===== config.mk =====
export PLATFORM = sky130hd
export DESIGN_NAME = mem_access_stage
export DESIGN_NICKNAME = d
export VERILOG_FILES = /design/src/rtl/mem_pkg.sv /design/src/rtl/mem_load_align.sv /design/src/rtl/mem_access_stage.sv
export SDC_FILE = /design/constraint.sdc
export NUM_CORES = 1
export LEC_CHECK = 0
export ABC_AREA = 1
export CORE_ASPECT_RATIO = 1.4
export CORE_MARGIN = 8
export CORE_UTILIZATION = 45
export CTS_CLUSTER_DIAMETER = 80
export CTS_CLUSTER_SIZE = 10
export DETAILED_ROUTE_END_ITERATION = 16
export PLACE_DENSITY_LB_ADDON = 0.2
export SYNTH_ARGS = -nofsm -noshare
export SYNTH_HDL_FRONTEND = slang
export SYNTH_SLANG_ARGS = --single-unit

===== constraint.sdc =====
create_clock -name CLK -period 1.7 [get_ports CLK]
set_input_delay 0.17 -clock CLK [delete_from_list [all_inputs] [get_ports CLK]]
set_output_delay 0.17 -clock CLK [all_outputs]
set_load 0.02 [all_outputs]

===== src/rtl/mem_pkg.sv =====
// Shared definitions for the memory-access stage: funct3 encodings,
// FSM state type and the store byte-enable helper.
package mem_pkg;

  localparam logic [2:0] F3_LB  = 3'd0;
  localparam logic [2:0] F3_LH  = 3'd1;
  localparam logic [2:0] F3_LW  = 3'd2;
  localparam logic [2:0] F3_LBU = 3'd4;
  localparam logic [2:0] F3_LHU = 3'd5;

  localparam logic [2:0] F3_SB  = 3'd0;
  localparam logic [2:0] F3_SH  = 3'd1;
  localparam logic [2:0] F3_SW  = 3'd2;

  typedef enum logic {
    IDLE   = 1'b0,
    ACCESS = 1'b1
  } state_t;

  function automatic logic [3:0] store_be(input logic [2:0] funct3, input logic [1:0] off);
    logic [3:0] be;
    case (funct3)
      F3_SB:   be = 4'b0001 << off;
      F3_SH:   be = off[1] ? 4'b1100 : 4'b0011;
      default: be = 4'b1111;
    endcase
    return be;
  endfunction

endpackage


===== src/rtl/mem_load_align.sv =====
// Picks the addressed byte/halfword out of a fetched word and extends it
// according to the load flavour.
module mem_load_align
  import mem_pkg::*;
#(
  parameter int XLEN = 32
) (
  input  logic [XLEN-1:0] rdata,
  input  logic [1:0]      addr,
  input  logic [2:0]      funct3,
  output logic [XLEN-1:0] result
);

  logic [7:0]  byte_sel;
  logic [15:0] half_sel;

  always_comb begin
    byte_sel = rdata[7:0];
    case (addr)
      2'd0:    byte_sel = rdata[7:0];
      2'd1:    byte_sel = rdata[15:8];
      2'd2:    byte_sel = rdata[23:16];
      default: byte_sel = rdata[31:24];
    endcase
    half_sel = addr[1] ? rdata[31:16] : rdata[15:0];

    case (funct3)
      F3_LB:   result = {{(XLEN-8){byte_sel[7]}}, byte_sel};
      F3_LH:   result = {{(XLEN-16){half_sel[15]}}, half_sel};
      F3_LBU:  result = {{(XLEN-8){1'b0}}, byte_sel};
      F3_LHU:  result = {{(XLEN-16){1'b0}}, half_sel};
      default: result = rdata;
    endcase
  end

endmodule


===== src/rtl/mem_access_stage.sv =====
// Pipeline memory stage: passes ALU results through in one cycle and runs
// loads/stores against a ready-handshaked data memory, stalling upstream meanwhile.
module mem_access_stage
  import mem_pkg::*;
#(
  parameter int XLEN   = 32,
  parameter int REG_AW = 5
) (
  input  logic              CLK,
  input  logic              rst,
  input  logic              ex_valid,
  input  logic              ex_mem_read,
  input  logic              ex_mem_write,
  input  logic [2:0]        ex_funct3,
  input  logic [XLEN-1:0]   ex_alu_result,
  input  logic [XLEN-1:0]   ex_store_data,
  input  logic [REG_AW-1:0] ex_rd,
  input  logic              ex_reg_write,
  input  logic              ex_wb_sel,
  input  logic              flush,
  output logic              dmem_req,
  output logic              dmem_we,
  output logic [XLEN-1:0]   dmem_addr,
  output logic [3:0]        dmem_be,
  output logic [XLEN-1:0]   dmem_wdata,
  input  logic [XLEN-1:0]   dmem_rdata,
  input  logic              dmem_ready,
  output logic              stall_o,
  output logic              wb_valid,
  output logic [REG_AW-1:0] wb_rd,
  output logic              wb_reg_write,
  output logic [XLEN-1:0]   wb_data,
  output logic              misalign_o
);

  state_t state, state_next;

  logic              is_mem, load_ok, store_ok, misaligned, illegal, fault;
  logic              accept, start_access;
  logic [XLEN-1:0]   store_wdata;
  logic [XLEN-1:0]   load_result;

  logic [2:0]        op_funct3;
  logic [1:0]        op_off;
  logic [REG_AW-1:0] op_rd;
  logic              op_reg_write;
  logic              op_wb_sel;
  logic [XLEN-1:0]   op_alu;

  always_comb begin
    is_mem   = ex_mem_read | ex_mem_write;
    load_ok  = (ex_funct3 == F3_LB) || (ex_funct3 == F3_LH) || (ex_funct3 == F3_LW) ||
               (ex_funct3 == F3_LBU) || (ex_funct3 == F3_LHU);
    store_ok = (ex_funct3 == F3_SB) || (ex_funct3 == F3_SH) || (ex_funct3 == F3_SW);
    // funct3[1:0] gives the access size for both loads and stores
    misaligned = ((ex_funct3[1:0] == 2'b01) && ex_alu_result[0]) ||
                 ((ex_funct3[1:0] == 2'b10) && (ex_alu_result[1:0] != 2'b00));
    illegal  = (ex_mem_read & ex_mem_write) | (ex_mem_read & ~load_ok) |
               (ex_mem_write & ~store_ok);
    fault        = is_mem & (illegal | misaligned);
    accept       = (state == IDLE) & ex_valid & ~flush;
    start_access = accept & is_mem & ~fault;

    case (ex_funct3)
      F3_SB:   store_wdata = {(XLEN/8){ex_store_data[7:0]}};
      F3_SH:   store_wdata = {(XLEN/16){ex_store_data[15:0]}};
      default: store_wdata = ex_store_data;
    endcase
  end

  always_ff @(posedge CLK or negedge rst) begin
    if (!rst) state <= IDLE;
    else      state <= state_next;
  end

  always_comb begin
    state_next = state;
    case (state)
      IDLE:   if (start_access) state_next = ACCESS;
      ACCESS: if (dmem_ready)   state_next = IDLE;
      default: state_next = IDLE;
    endcase
  end

  always_comb begin
    stall_o  = (state == ACCESS);
    dmem_req = (state == ACCESS);
  end

  mem_load_align #(.XLEN(XLEN)) u_load_align (
    .rdata  (dmem_rdata),
    .addr   (op_off),
    .funct3 (op_funct3),
    .result (load_result)
  );

  // Request fields are loaded only on entry to ACCESS so they stay put until ready.
  always_ff @(posedge CLK or negedge rst) begin
    if (!rst) begin
      dmem_we      <= 1'b0;
      dmem_addr    <= '0;
      dmem_be      <= 4'b0000;
      dmem_wdata   <= '0;
      wb_valid     <= 1'b0;
      wb_rd        <= '0;
      wb_reg_write <= 1'b0;
      wb_data      <= '0;
      misalign_o   <= 1'b0;
      op_funct3    <= 3'd0;
      op_off       <= 2'd0;
      op_rd        <= '0;
      op_reg_write <= 1'b0;
      op_wb_sel    <= 1'b0;
      op_alu       <= '0;
    end else begin
      case (state)
        IDLE: begin
          wb_valid     <= accept & (~is_mem | fault);
          wb_reg_write <= accept & ~is_mem & ex_reg_write;
          misalign_o   <= accept & fault;
          if (accept & (~is_mem | fault)) begin
            wb_rd   <= ex_rd;
            wb_data <= ex_alu_result;
          end
          if (start_access) begin
            dmem_we      <= ex_mem_write;
            dmem_addr    <= {ex_alu_result[XLEN-1:2], 2'b00};
            dmem_be      <= ex_mem_write ? store_be(ex_funct3, ex_alu_result[1:0]) : 4'b1111;
            dmem_wdata   <= store_wdata;
            op_funct3    <= ex_funct3;
            op_off       <= ex_alu_result[1:0];
            op_rd        <= ex_rd;
            op_reg_write <= ex_reg_write;
            op_wb_sel    <= ex_wb_sel;
            op_alu       <= ex_alu_result;
          end
        end
        ACCESS: begin
          misalign_o   <= 1'b0;
          wb_valid     <= dmem_ready;
          wb_reg_write <= dmem_ready & ~dmem_we & op_reg_write;
          if (dmem_ready) begin
            wb_rd   <= op_rd;
            wb_data <= op_wb_sel ? load_result : op_alu;
          end
        end
        default: begin
          wb_valid     <= 1'b0;
          wb_reg_write <= 1'b0;
          misalign_o   <= 1'b0;
        end
      endcase
    end
  end

endmodule


==> results of run 1 <==
cell families (layout without fill, tap and decap cells):
logic type             after synthesis  count (layout)  synth area share, %
AO/OA/AOI/OAI                      141             141                 11.5
other                                1               2               0.0558
flip-flops                         120             120                 44.7
buffers and inverters              154             371                 11.5
AND/OR/NAND/NOR                    543             543                 32.3
state kept, by name, indices dropped and copies added (netlist names):
signal        cells
dmem_be           4
dmem_req          1
dmem_wdata       32
dmem_we           1
misalign_o        1
op_alu           31
op_funct3         3
op_off            1
op_rd             5
op_reg_write      1
op_wb_sel         1
wb_data          32
wb_rd             5
wb_reg_write      1
wb_valid          1
final cells by class:
type / instances / area [sq um] / share of cell area [%]
flip-flops and latches: 120 / 3000 / 30.5
clock buffers: 20 / 447 / 4.53
inverters: 63 / 241 / 2.45
repair buffers: 276 / 2810 / 28.5
clock inverters: 12 / 151 / 1.54
well taps: 192 / 240 / 2.44
multi-input cells: 686 / 2960 / 30.1
worst max path at each step:
| stage | from | end | slack, ps | depth (start not counted) |
|---|---|---|---|---|
| final | op_alu[2] | dmem_addr[2] | 80 | 1 |
| after CTS | op_alu[3] | dmem_addr[3] | 60 | 1 |
| after global routing | op_alu[1] | wb_data[6] | -20 | 8 |
| after detailed placement | ex_funct3[0] | op_alu[31] | -290 | 12 |
| after global placement | ex_funct3[0] | wb_data[31] | -210 | 11 |
| after floorplan | dmem_req | op_rd[1] | 6 | 9 |
synth_stat cells:
library cell / number / area [sq um]
or2_2: 1 / 6.26
inv_2: 4 / 15.0
clkbuf_1: 27 / 101
nor3_1: 3 / 15.0
dfrtp_1: 120 / 3000
a21oi_1: 51 / 255
nand3_2: 1 / 10.0
nand3_1: 82 / 410
clkinv_1: 2 / 7.51
o21ai_1: 21 / 105
nand2_1: 381 / 1430
buf_6: 5 / 56.3
conb_1: 1 / 3.75
nor2_2: 1 / 6.26
o21ai_2: 10 / 87.6
inv_1: 57 / 214
nor2_4: 1 / 11.3
buf_1: 1 / 3.75
o32ai_1: 1 / 8.76
nor2_1: 72 / 270
o211ai_1: 8 / 60.1
o21ai_0: 49 / 245
a211oi_1: 1 / 7.51
nor3_2: 1 / 10.0
buf_2: 24 / 120
buf_4: 34 / 255
per-stage QoR:
step / cells / cell area [sq um] / util [%] / worst slack (ps)
floorplan: 960 / 6720 / - / 6.35
global placement: 1335 / 9200 / 62.2 / -210
detailed placement: 1335 / 9200 / 62.2 / -286
CTS: 1368 / 9800 / 66.3 / 62.0
global route: 1369 / 9860 / 66.7 / -15.7
finish: 1369 / 9860 / 66.7 / 82.7
routing by layer:
layer	track usage (%)	part of all wire (%)	vias up
met5	0	0	-
met4	12.4	4.3	0
met3	7.97	7.6	54
met2	41.3	50	252
met1	26.2	38	3182
li1	-	-	3403
power by group through the flow:
stage / clock, W / sequential, W / combinational (W)
final: 0.00365 / 0.00416 / 0.00549
after global routing: 0.00384 / 0.00426 / 0.00599
after CTS: 0.00371 / 0.00416 / 0.00547
after detailed placement: 0 / 0.00419 / 0.00544
after global placement: 0 / 0.00418 / 0.00538
after floorplan: 0 / 0.00471 / 0.00252
timing repair:
item,CTS,global route
hold buffers,1,0
hold endpoints to repair,24,0
gates resized for setup,2,9
endpoints found under the setup margin,2,46
gates cloned,0,1
==> reports/metrics.cfg, run 1 <==
[min_path]
hold_path.class=input pin to async pin

[die]
rows=53
die_y_microns=161
dieWidth_microns=119
boundaryPins=224
core_sq_mm=0.0148
die_area_sq_mm=0.0192
initial_core_util_pct=45.4

[clocking]
cts_buffers=17
post-cts-setup-buffer-count=0
clock_latency_ps=410
cts_max_path_buffers=2
clock-sinks=120
cts-htree-levels=4
cts_tree=built
path_clk_slew_ps=60
root_buffer=clkbuf_16

[pwr]
ir_drop_v=0.000931
p_sw_share_pct=36.6
p_switching_w=0.00487
power_w=0.0133
power_density_mw_per_mm2=1350
p_seq_share_pct=31.3
p_int_w=0.00843
p_comb_share_pct=41.3
p_clk_share_pct=27.4
leakage_nw=4.85

[worst_setup_path]
crit_path_max_fanout=3
critPathBufInv=1
r2r_slack_ps=110
startpoint_type=register
r2r.worst_path.cells=9
crit_family=buffers and inverters
cp.required_ps=1530
rr_endpoint=wb_data[9]
end_kind=primary output
crit_path_max_incr_delay_ps=650
worstPathArrival_ps=1450
r2r-start=op_alu[1]
critical_path_class=register to primary output
crit_path_cell_trace=clkdlybuf4s50_1
slowest_stage=clkdlybuf4s50_1

[route]
vias=6891
vias_per_cell=5.03
drc=0
drtPass1Iterations=5
drt-initial-drc-count=457
routedWlPerCell_microns=16.7
ant_nets=0
wl_mm=22.9

[timing]
finalHoldViolCount=0
setup_viol=0
fmax_ghz=0.618
finalMaxSlewViolations=0
finalCritPeriodShare_pct=95.1
setup_tns_ps=0
fin_crit_ps=1620
holdWs_ps=229
clock_skew_ps=8.58

[place]
placement.io_buffers=221
globalplace.congestion=0.920
place_hpwl_mm=17.4

[flow_run]
drv_cap=0

[synthesis]
syn_inst=959
syn_area_sq_mm=0.00672
ys_seq_elements=120
yosys_warnings=0
synth_area_per_cell_sq_um=7.01
ys_types=26
ys_seq_area_share_pct=44.7

[grt]
gr-total-overflow=0
antenna_found_initial=0
track_usage_pct=24.2
grt_pass1_wl_mm=36.9
grt_max_degree=43
grt_pass1_vias=7110

[finish]
drive_above_1_share_pct=9.26
final_cell_mix=379 x nand2_1, 216 x clkdlybuf4s50_1, 120 x dfrtp_1, 81 x nand3_1, 72 x nor2_1
final_common_cell=nand2_1
diodes=0
fin_nets=1277
nFillCells=1325
area_growth_pct=46.7

[run_status]
status=completed

(Power assumes the default switching activity.)
==> run 2: changes to the inputs <==
--- a/config.mk
+++ b/config.mk
@@ -12,6 +12,7 @@
 export CTS_CLUSTER_DIAMETER = 80
 export CTS_CLUSTER_SIZE = 10
 export DETAILED_ROUTE_END_ITERATION = 16
+export DONT_BUFFER_PORTS = 1
 export PLACE_DENSITY_LB_ADDON = 0.2
 export SYNTH_ARGS = -nofsm -noshare
 export SYNTH_HDL_FRONTEND = slang
==> reports/metrics.cfg, run 2 (synthesis results as in run 1) <==
[die]
rows=53
die_y_microns=161
boundaryPins=224
die_area_sq_mm=0.0192
initial_core_util_pct=45.4
core_sq_mm=0.0148
dieWidth_microns=119

[route]
drt-initial-drc-count=360
ant_nets=0
wl_mm=22.3
drc=0
vias=6194
routedWlPerCell_microns=18.8
drtPass1Iterations=5
vias_per_cell=5.24

[pwr]
ir_drop_v=0.000659
p_int_w=0.00691
power_density_mw_per_mm2=1440
power_w=0.0115
p_sw_share_pct=39.8
p_comb_share_pct=23.8
p_clk_share_pct=30.8
p_switching_w=0.00456
leakage_nw=4.07
p_seq_share_pct=45.4

[run_status]
violations=hold timing
status=complete, but fails checks

[finish]
diodes=0
area_growth_pct=18.4
drive_above_1_share_pct=8.08
final_cell_mix=380 x nand2_1, 120 x dfrtp_1, 82 x nand3_1, 72 x nor2_1, 60 x dlygate4sd3_1
reg_top3=dmem_wdata x32, wb_data x32, op_alu x31
fin_nets=1091
final_common_cell=nand2_1
final_util_pct=53.8

[timing]
holdWs_ps=-547
finalMaxSlewViolations=0
fmax_ghz=0.616
finalHoldViolCount=120
setup_viol=0
rsz0062_at_grt=false
clock_skew_ps=9.92
fin_crit_ps=1620
finalCritPeriodShare_pct=95.5
setup_tns_ps=0
fin_ws_ps=76.1

[clocking]
clock_latency_ps=410
cts_buffers=17
clock-sinks=120
cts-htree-levels=4
root_buffer=clkbuf_16
cts_tree=built
path_clk_slew_ps=60
cts_max_path_buffers=2
cts_hold_buf=60

[flow_run]
drv_cap=0

[worst_setup_path]
end_kind=register
critical_path_class=input pin to register
startpoint_type=input pin
worstPathArrival_ps=1910
cp.required_ps=1990
crit_path_max_fanout=55

[grt]
track_usage_pct=22.8
grt_max_degree=121
antenna_found_initial=0
gr-total-overflow=0
grt_pass1_wl_mm=34.1
grt_pass1_vias=6114

[min_path]
hold_path.class=input pin to async pin

[place]
placement.io_buffers=0
pre_cts_ws_ps=120
place_hpwl_mm=15.6
globalplace.congestion=0.931

-- run 2: cell types whose count changed in the layout (fill, tap and decap cells not counted), sizes merged --
cell	change
clkbuf	-1
clkdlybuf4s50	-216
inv	+2
dlygate4sd2	-2
bufinv	-1
dlymetal6s2s	-2
dlygate4sd3	+59
clkinvlp	-1
buf	-25
-- run 2: cell type report --
type                            instances  area (sq um)
Tap cell                              192           240
Clock buffer                           19           443
Sequential cell                       120          3000
Timing Repair Buffer                   90           956
Clock inverter                         12           126
Fill cell                            1436          6830
Multi-Input combinational cell        686          2950
Inverter                               63           238
-- run 2: path summary, 6_finish.rpt --
kind	depth (start not counted)	startpoint	slack (ps)	endpoint
setup / recovery	10	ex_funct3[2]	80	dmem_wdata[6]
hold / removal	0	rst	-550	op_alu[13]
setup reg to reg	7	dmem_req	170	dmem_wdata[6]
hold reg to reg	2	op_reg_write	490	op_reg_write
max in group asynchronous	0	rst	2100	dmem_wdata[10]
min in group CLK	2	ex_mem_write	10	dmem_we
-- run 2: power groups by stage --
stage          clock network [W]  registers (W)  logic, W
2_1_floorplan                  0        0.00471   0.00252
3_3_place_gp                   0        0.00527   0.00254
3_5_place_dp                   0        0.00528   0.00259
4_1_cts                  0.00360        0.00524   0.00272
5_1_grt                  0.00371        0.00532   0.00311
6_report                 0.00353        0.00521   0.00273
-- run 2: what timing repair did --
item	CTS	global route
endpoints found under the hold margin	211	120
gates resized for setup	0	0
setup endpoints to repair	0	1
setup buffers	0	1
-- run 2: stage by stage --
stage               area [sq um]  hold WS (ps)  instances
floorplan                   6720          -126        960
global placement            6750          -121       1089
detailed placement          6750          -122       1089
CTS                         7920          -569       1180
global route                7960          -569       1182
finish                      7960          -547       1182
-- run 2: per-layer routing --
layer  GRT usage [%]  vias up  part of all wire [%]
li1                -     3042                     -
met3            9.24       49                   9.6
met1            24.4     2860                    37
met5               0        -                     0
met2            37.7      243                    49
met4            12.2        0                   4.1
-- run 2: worst max-delay path, stage by stage --
cell and delay (ps):
dlygate4sd3_1 550, inv_1 100, a21oi_1 80, nor2_2 170
nand3_2 120, nor2_4 180, clkinv_2 120, buf_12 210
nand2_1 120, o21ai_2 60
